### config.mk
export PLATFORM = sky130hd
export DESIGN_NAME = qpsk_mod_flat
export DESIGN_NICKNAME = d
export VERILOG_FILES = /design/src/rtl/qpsk_pkg.sv /design/src/rtl/qpsk_if.sv /design/src/rtl/qpsk_map.sv /design/src/rtl/qpsk_mod.sv /design/src/flat_wrapper.sv
export SDC_FILE = /design/constraint.sdc
export NUM_CORES = 1
export LEC_CHECK = 0
export CAP_MARGIN = 20
export CORE_ASPECT_RATIO = 0.6
export CORE_MARGIN = 10
export CORE_UTILIZATION = 35
export DETAILED_ROUTE_END_ITERATION = 16
export PLACE_DENSITY = 0.69
export SYNTH_ARGS = -nofsm -noshare
export SYNTH_HDL_FRONTEND = slang
export SYNTH_SLANG_ARGS = --single-unit
### constraint.sdc
create_clock -name CLK -period 2.15 [get_ports CLK]
set_clock_uncertainty 0.1 [all_clocks]
set_input_delay 0.43 -clock CLK [delete_from_list [all_inputs] [get_ports CLK]]
set_output_delay 0.43 -clock CLK [all_outputs]
set_load 0.05 [all_outputs]
### src/rtl/qpsk_pkg.sv
`default_nettype none
// ============================================================================
// qpsk_pkg : shared widths, state encoding and dibit-to-level mapping for QPSK
// Revision : 1.0
// ============================================================================
package qpsk_pkg;

  localparam int SYM_W       = 11;
  localparam int AMP_DEFAULT = 724;

  typedef enum logic [0:0] {
    ST_IDLE = 1'b0,
    ST_BUSY = 1'b1
  } state_t;

  // One axis of the constellation: a set bit selects the negative level.
  function automatic logic signed [SYM_W-1:0] qpsk_level(input logic neg, input int amp);
    logic signed [SYM_W-1:0] mag;
    mag = amp[SYM_W-1:0];
    return neg ? -mag : mag;
  endfunction

endpackage
`default_nettype wire

### src/rtl/qpsk_if.sv
`default_nettype none
// ============================================================================
// qpsk_if : byte handshake in, symbol strobe and I/Q out of the QPSK modulator
// Revision : 1.0
// ============================================================================
interface qpsk_if
  import qpsk_pkg::*;
();

  logic                    valid_i;
  logic [7:0]              data_i;
  logic                    ready_o;
  logic                    valid_a;
  logic signed [SYM_W-1:0] ar;
  logic signed [SYM_W-1:0] ai;

  modport master (
    output valid_i, data_i,
    input  ready_o, valid_a, ar, ai
  );

  modport slave (
    input  valid_i, data_i,
    output ready_o, valid_a, ar, ai
  );

endinterface
`default_nettype wire

### src/rtl/qpsk_map.sv
`default_nettype none
// ============================================================================
// qpsk_map : combinational dibit to (ar, ai) constellation point
// Revision : 1.0
// ============================================================================
module qpsk_map
  import qpsk_pkg::*;
#(
  parameter int AMP = AMP_DEFAULT
) (
  input  logic [1:0]              dibit,
  output logic signed [SYM_W-1:0] ar,
  output logic signed [SYM_W-1:0] ai
);

  assign ar = qpsk_level(dibit[1], AMP);
  assign ai = qpsk_level(dibit[0], AMP);

endmodule
`default_nettype wire

### src/rtl/qpsk_mod.sv
`default_nettype none
// ============================================================================
// qpsk_mod : byte-to-QPSK modulator, MSB-first dibits, one point per period
// Revision : 1.0
// ============================================================================
module qpsk_mod
  import qpsk_pkg::*;
#(
  parameter int AMP        = AMP_DEFAULT,
  parameter int SYM_PERIOD = 1
) (
  input  logic  CLK,
  input  logic  RST,
  qpsk_if.slave bus
);

  localparam int              PC_W      = (SYM_PERIOD > 1) ? $clog2(SYM_PERIOD) : 1;
  localparam logic [PC_W-1:0] C_PC_LAST = PC_W'(SYM_PERIOD - 1);
  localparam logic [PC_W-1:0] C_PC_ONE  = PC_W'(1);

  state_t                  r_state;
  state_t                  w_state_nxt;
  logic [1:0]              r_remaining;
  logic [1:0]              w_remaining_nxt;
  logic [PC_W-1:0]         r_pc;
  logic [PC_W-1:0]         w_pc_nxt;
  logic [5:0]              r_shift;
  logic [5:0]              w_shift_nxt;
  logic                    r_valid_a;
  logic                    w_valid_a_nxt;
  logic                    w_load;
  logic signed [SYM_W-1:0] r_ar;
  logic signed [SYM_W-1:0] r_ai;
  logic signed [SYM_W-1:0] w_map_ar;
  logic signed [SYM_W-1:0] w_map_ai;
  logic                    w_pc_last;
  logic                    w_ready;
  logic                    w_accept;
  logic [1:0]              w_dibit;

  assign w_pc_last = (r_pc == C_PC_LAST);
  assign w_ready   = (r_state == ST_IDLE) || ((r_remaining == 2'd0) && w_pc_last);
  assign w_accept  = bus.valid_i && w_ready;

  // The leading dibit bypasses the shift register so it goes out one cycle after accept.
  assign w_dibit = w_accept ? bus.data_i[7:6] : r_shift[5:4];

  qpsk_map #(
    .AMP (AMP)
  ) u_map (
    .dibit (w_dibit),
    .ar    (w_map_ar),
    .ai    (w_map_ai)
  );

  always_ff @(posedge CLK or negedge RST) begin
    if (!RST) begin
      r_state <= ST_IDLE;
    end else begin
      r_state <= w_state_nxt;
    end
  end

  always_comb begin
    w_state_nxt     = r_state;
    w_remaining_nxt = r_remaining;
    w_pc_nxt        = r_pc;
    w_shift_nxt     = r_shift;
    w_valid_a_nxt   = 1'b0;
    w_load          = 1'b0;

    if (w_accept) begin
      w_state_nxt     = ST_BUSY;
      w_shift_nxt     = bus.data_i[5:0];
      w_remaining_nxt = 2'd3;
      w_pc_nxt        = '0;
      w_valid_a_nxt   = 1'b1;
      w_load          = 1'b1;
    end else if (r_state == ST_BUSY) begin
      if (!w_pc_last) begin
        w_pc_nxt = r_pc + C_PC_ONE;
      end else if (r_remaining != 2'd0) begin
        w_shift_nxt     = {r_shift[3:0], 2'b00};
        w_remaining_nxt = r_remaining - 2'd1;
        w_pc_nxt        = '0;
        w_valid_a_nxt   = 1'b1;
        w_load          = 1'b1;
      end else begin
        w_state_nxt = ST_IDLE;
      end
    end
  end

  always_ff @(posedge CLK or negedge RST) begin
    if (!RST) begin
      r_remaining <= 2'd0;
      r_pc        <= '0;
      r_shift     <= 6'd0;
      r_valid_a   <= 1'b0;
      r_ar        <= '0;
      r_ai        <= '0;
    end else begin
      r_remaining <= w_remaining_nxt;
      r_pc        <= w_pc_nxt;
      r_shift     <= w_shift_nxt;
      r_valid_a   <= w_valid_a_nxt;
      if (w_load) begin
        r_ar <= w_map_ar;
        r_ai <= w_map_ai;
      end
    end
  end

  assign bus.ready_o = w_ready;
  assign bus.valid_a = r_valid_a;
  assign bus.ar      = r_ar;
  assign bus.ai      = r_ai;

endmodule
`default_nettype wire
### src/flat_wrapper.sv
// flat-port wrapper written by rule: the top's interface ports become plain ports
module qpsk_mod_flat import qpsk_pkg::*;
#(
  parameter int AMP        = AMP_DEFAULT,
  parameter int SYM_PERIOD = 1
)
  (CLK, RST, bus_valid_i, bus_data_i, bus_ready_o, bus_valid_a, bus_ar, bus_ai);
  qpsk_if bus_i ();
  input  logic CLK;
  input  logic RST;
  input wire logic [$bits(bus_i.valid_i)-1:0] bus_valid_i;
  input wire logic [$bits(bus_i.data_i)-1:0] bus_data_i;
  output wire logic [$bits(bus_i.ready_o)-1:0] bus_ready_o;
  output wire logic [$bits(bus_i.valid_a)-1:0] bus_valid_a;
  output wire logic [$bits(bus_i.ar)-1:0] bus_ar;
  output wire logic [$bits(bus_i.ai)-1:0] bus_ai;
  assign bus_i.valid_i = bus_valid_i;
  assign bus_i.data_i = bus_data_i;
  assign bus_ready_o = bus_i.ready_o;
  assign bus_valid_a = bus_i.valid_a;
  assign bus_ar = bus_i.ar;
  assign bus_ai = bus_i.ai;
  qpsk_mod #(.AMP(AMP), .SYM_PERIOD(SYM_PERIOD)) u_core (.CLK(CLK), .RST(RST), .bus(bus_i));
endmodule
==> reports/summary.txt <==
Yosys reg bits: 14
Hold path depth: 1
N_diodes: 0
Worst-Margin Slew: 614 ps
WL per Instance: 12.2 um
Placed cells: 119
CTS sink count: 14
Capturing element type of the critical path: primary output
CP peak stage delay: 830 ps
Initial antenna violation count: 0
Avg Synthesized Cell Area: 10.4 sq um
Unrepaired setup endpoints after global routing: false
I/O pin count: 35
Die Wd: 81.0 um
DRT Wirelength: 1.50 mm
ANT nets after route: 0
Reg2reg path depth: 6
Critical Path Stages: 1
Post-Syn Instances: 75
Clock latency on the worst-skew pair: 240 ps
Worst hold path class: reg2reg
Worst path required time: 1620 ps
Number of max-cap violations: 0
Top delay family on crit path: buffers and inverters
Row count: 13
CTS tree: yes
Final hold violation count: 0
Reg power frac: 0.252
P_sw: 830 uW
Slew headroom: 0.590
R2R Path End: u_core.bus.ai[9]
Status: finished clean
Vias: 504
Crit Path Max Fanout: 5
Final setup violation count: 0
PD cells: 1640 nW/um^2
CTS buffer count: 3
First drt pass iteration count: 2
Clock Path Buffers: 2
HPWL Detailed: 1.23 mm
Starting Density: 0.364
Overall Power: 1.68 mW
DRC viols: 0
Sequential-to-total area share from yosys stat: 0.448
Worst path buffer plus inverter count: 1
Gpl congestion: 0.663
Reg2reg setup slack: 740 ps
CP Cell Sequence: clkdlybuf4s50_1
Total track usage: 0.0640
Cell Area, Placed: 968 sq um
Critical path type: reg2out
Total grt overflow: 0
Synth unique cells: 20
Hold buffers post-CTS: 0
Peak VDD IR: 0.000603 V
Area Overhead vs Synth: 30.9%
Total negative setup slack: 0 ps
Final period util: 0.930
CP Launch Point: u_core.bus.ar[8]
Clk root buf: clkbuf_8
Reg clk slew, reported paths: 60 ps
Vias/cell: 4.10
First-pass GRT wire length: 2.39 mm
R2R Path Start: u_core.r_remaining[0]
Fin nets: 106
Final cell count without fillers: 123
Pleak: 0.476 nW
Post-route cell area: 1020 sq um
Hold wc startpoint: u_core.r_remaining[0]
# H-tree levels: 1
Worst path slowest cell: clkdlybuf4s50_1
Largest net degree at the start of global routing: 21
Internal: 846 uW
Slew Viols, Final: 0
Util after Layout: 0.477
Achievable frequency: 500 MHz
Core area: 2150 sq um
Clk network pwr share: 0.149
Postcts setup bufs: 0
PortBufs: 30
DRT iter0 DRCs: 13
Crit path to: bus_ar[5]
Vias in the first global route: 541
Die Ht: 56.6 um
YS warnings: 0
Final min period: 2000 ps
Worst Setup Start Kind: flop
Combinational share of power: 0.599
Die Area: 4590 sq um
Worst Path Arrival: 1470 ps
Share of layout cells above drive strength 1: 0.0968
Post-Syn Area: 782 sq um
Resized cells post-CTS: 0
Net switching share of the total power: 0.495
[Yosys cell counts]
master	number	area, sq um
mux2i_1	10	100
nor2_1	2	7.51
a21boi_0	2	15.0
nand2_1	6	22.5
a21oi_1	2	10.0
buf_12	1	20.0
o21ai_0	1	5.00
inv_1	4	15.0
buf_6	2	22.5
or2_1	1	6.26
dfrtp_1	14	350
ha_1	1	12.5
or3_1	1	6.26
o21ai_1	5	25.0
buf_2	1	5.00
nor3_1	2	10.0
nor2b_4	1	13.8
buf_4	17	128
inv_2	1	3.75
conb_1	1	3.75
[sequential cells by signal, indices dropped and copies added (netlist names)]
register / count
u_core.r_shift: 6
u_core.bus.ai: 3
u_core.bus.ar: 2
u_core.r_remaining: 2
u_core.r_state: 1
[through the flow]
step	setup slack [ps]	hold WS, ps
5_1_grt	86.3	440
4_1_cts	129	389
3_5_place_dp	395	372
6_report	151	384
3_3_place_gp	422	357
2_1_floorplan	530	34.4
[how the worst min path moves through the flow]
stage / end
after floorplan: u_core.bus.ai[2]
after global placement: u_core.r_remaining[0]
after detailed placement: u_core.r_shift[4]
after CTS: u_core.r_shift[4]
after global routing: u_core.r_remaining[0]
final: u_core.r_remaining[0]
[worst reg2reg max path, cell delays in order (launching register included)]
cell and delay [ps]:
dfrtp_1 360, inv_1 50, ha_1 220, nor2b_4 130, buf_4 220, nand2_1 90, a21boi_0 120
[cell usage in the layout (no fill, tap or decap)]
cell | synthesis | final
inv_1 | 4 | 4
a21boi_0 | 2 | 2
dfrtp_1 | 14 | 14
conb_1 | 1 | 4
or3_1 | 1 | 1
nand2_1 | 6 | 6
ha_1 | 1 | 1
nor2b_4 | 1 | 1
nor3_1 | 2 | 2
o21ai_0 | 1 | 1
clkdlybuf4s50_1 | 0 | 29
o21ai_1 | 5 | 5
mux2i_1 | 10 | 10
a21oi_1 | 2 | 2
clkbuf_8 | 0 | 4
nor2_1 | 2 | 2
buf_4 | 17 | 3
or2_1 | 1 | 1
inv_2 | 1 | 1
[layout make-up]
class / count / area, sq um
clock buffer: 4 / 55.1
multi-input combinational: 38 / 249
timing repair buffer: 32 / 313
fill: 218 / 1120
sequential: 14 / 350
inverter: 5 / 18.8
tap: 30 / 37.5
[power groups by stage]
stage          Clock (mW)  Combinational (mW)  Sequential [mW]
2_1_floorplan           0               0.722            0.535
3_3_place_gp            0                1.01            0.420
3_5_place_dp            0                1.02            0.427
4_1_cts             0.261                1.02            0.424
5_1_grt             0.269                1.07            0.440
6_report            0.250                1.00            0.422
[cells by family (layout without fill, tap and decap cells)]
| group | Yosys count | in the layout | synth area share |
|---|---|---|---|
| buffers and inverters | 26 | 41 | 0.248 |
| DFF | 14 | 14 | 0.448 |
| and+or+nand+nor | 13 | 13 | 0.0848 |
| AOI/OAI and AO/OA | 10 | 10 | 0.0704 |
| muxes | 10 | 10 | 0.128 |
| adders and majority gates | 1 | 1 | 0.0160 |
| other | 1 | 4 | 0.00480 |
[per-layer routing]
metal  GRT usage  share of wire  wire [um]  vias to the layer above
met5           0              0          0                        -
met4           0              0          0                        0
met3      0.0381           0.12        183                        0
met2       0.105           0.43        648                       23
met1      0.0739           0.45        668                      223
li1            -              -          -                      258
Note: power is estimated with default switching activity, not from simulation.
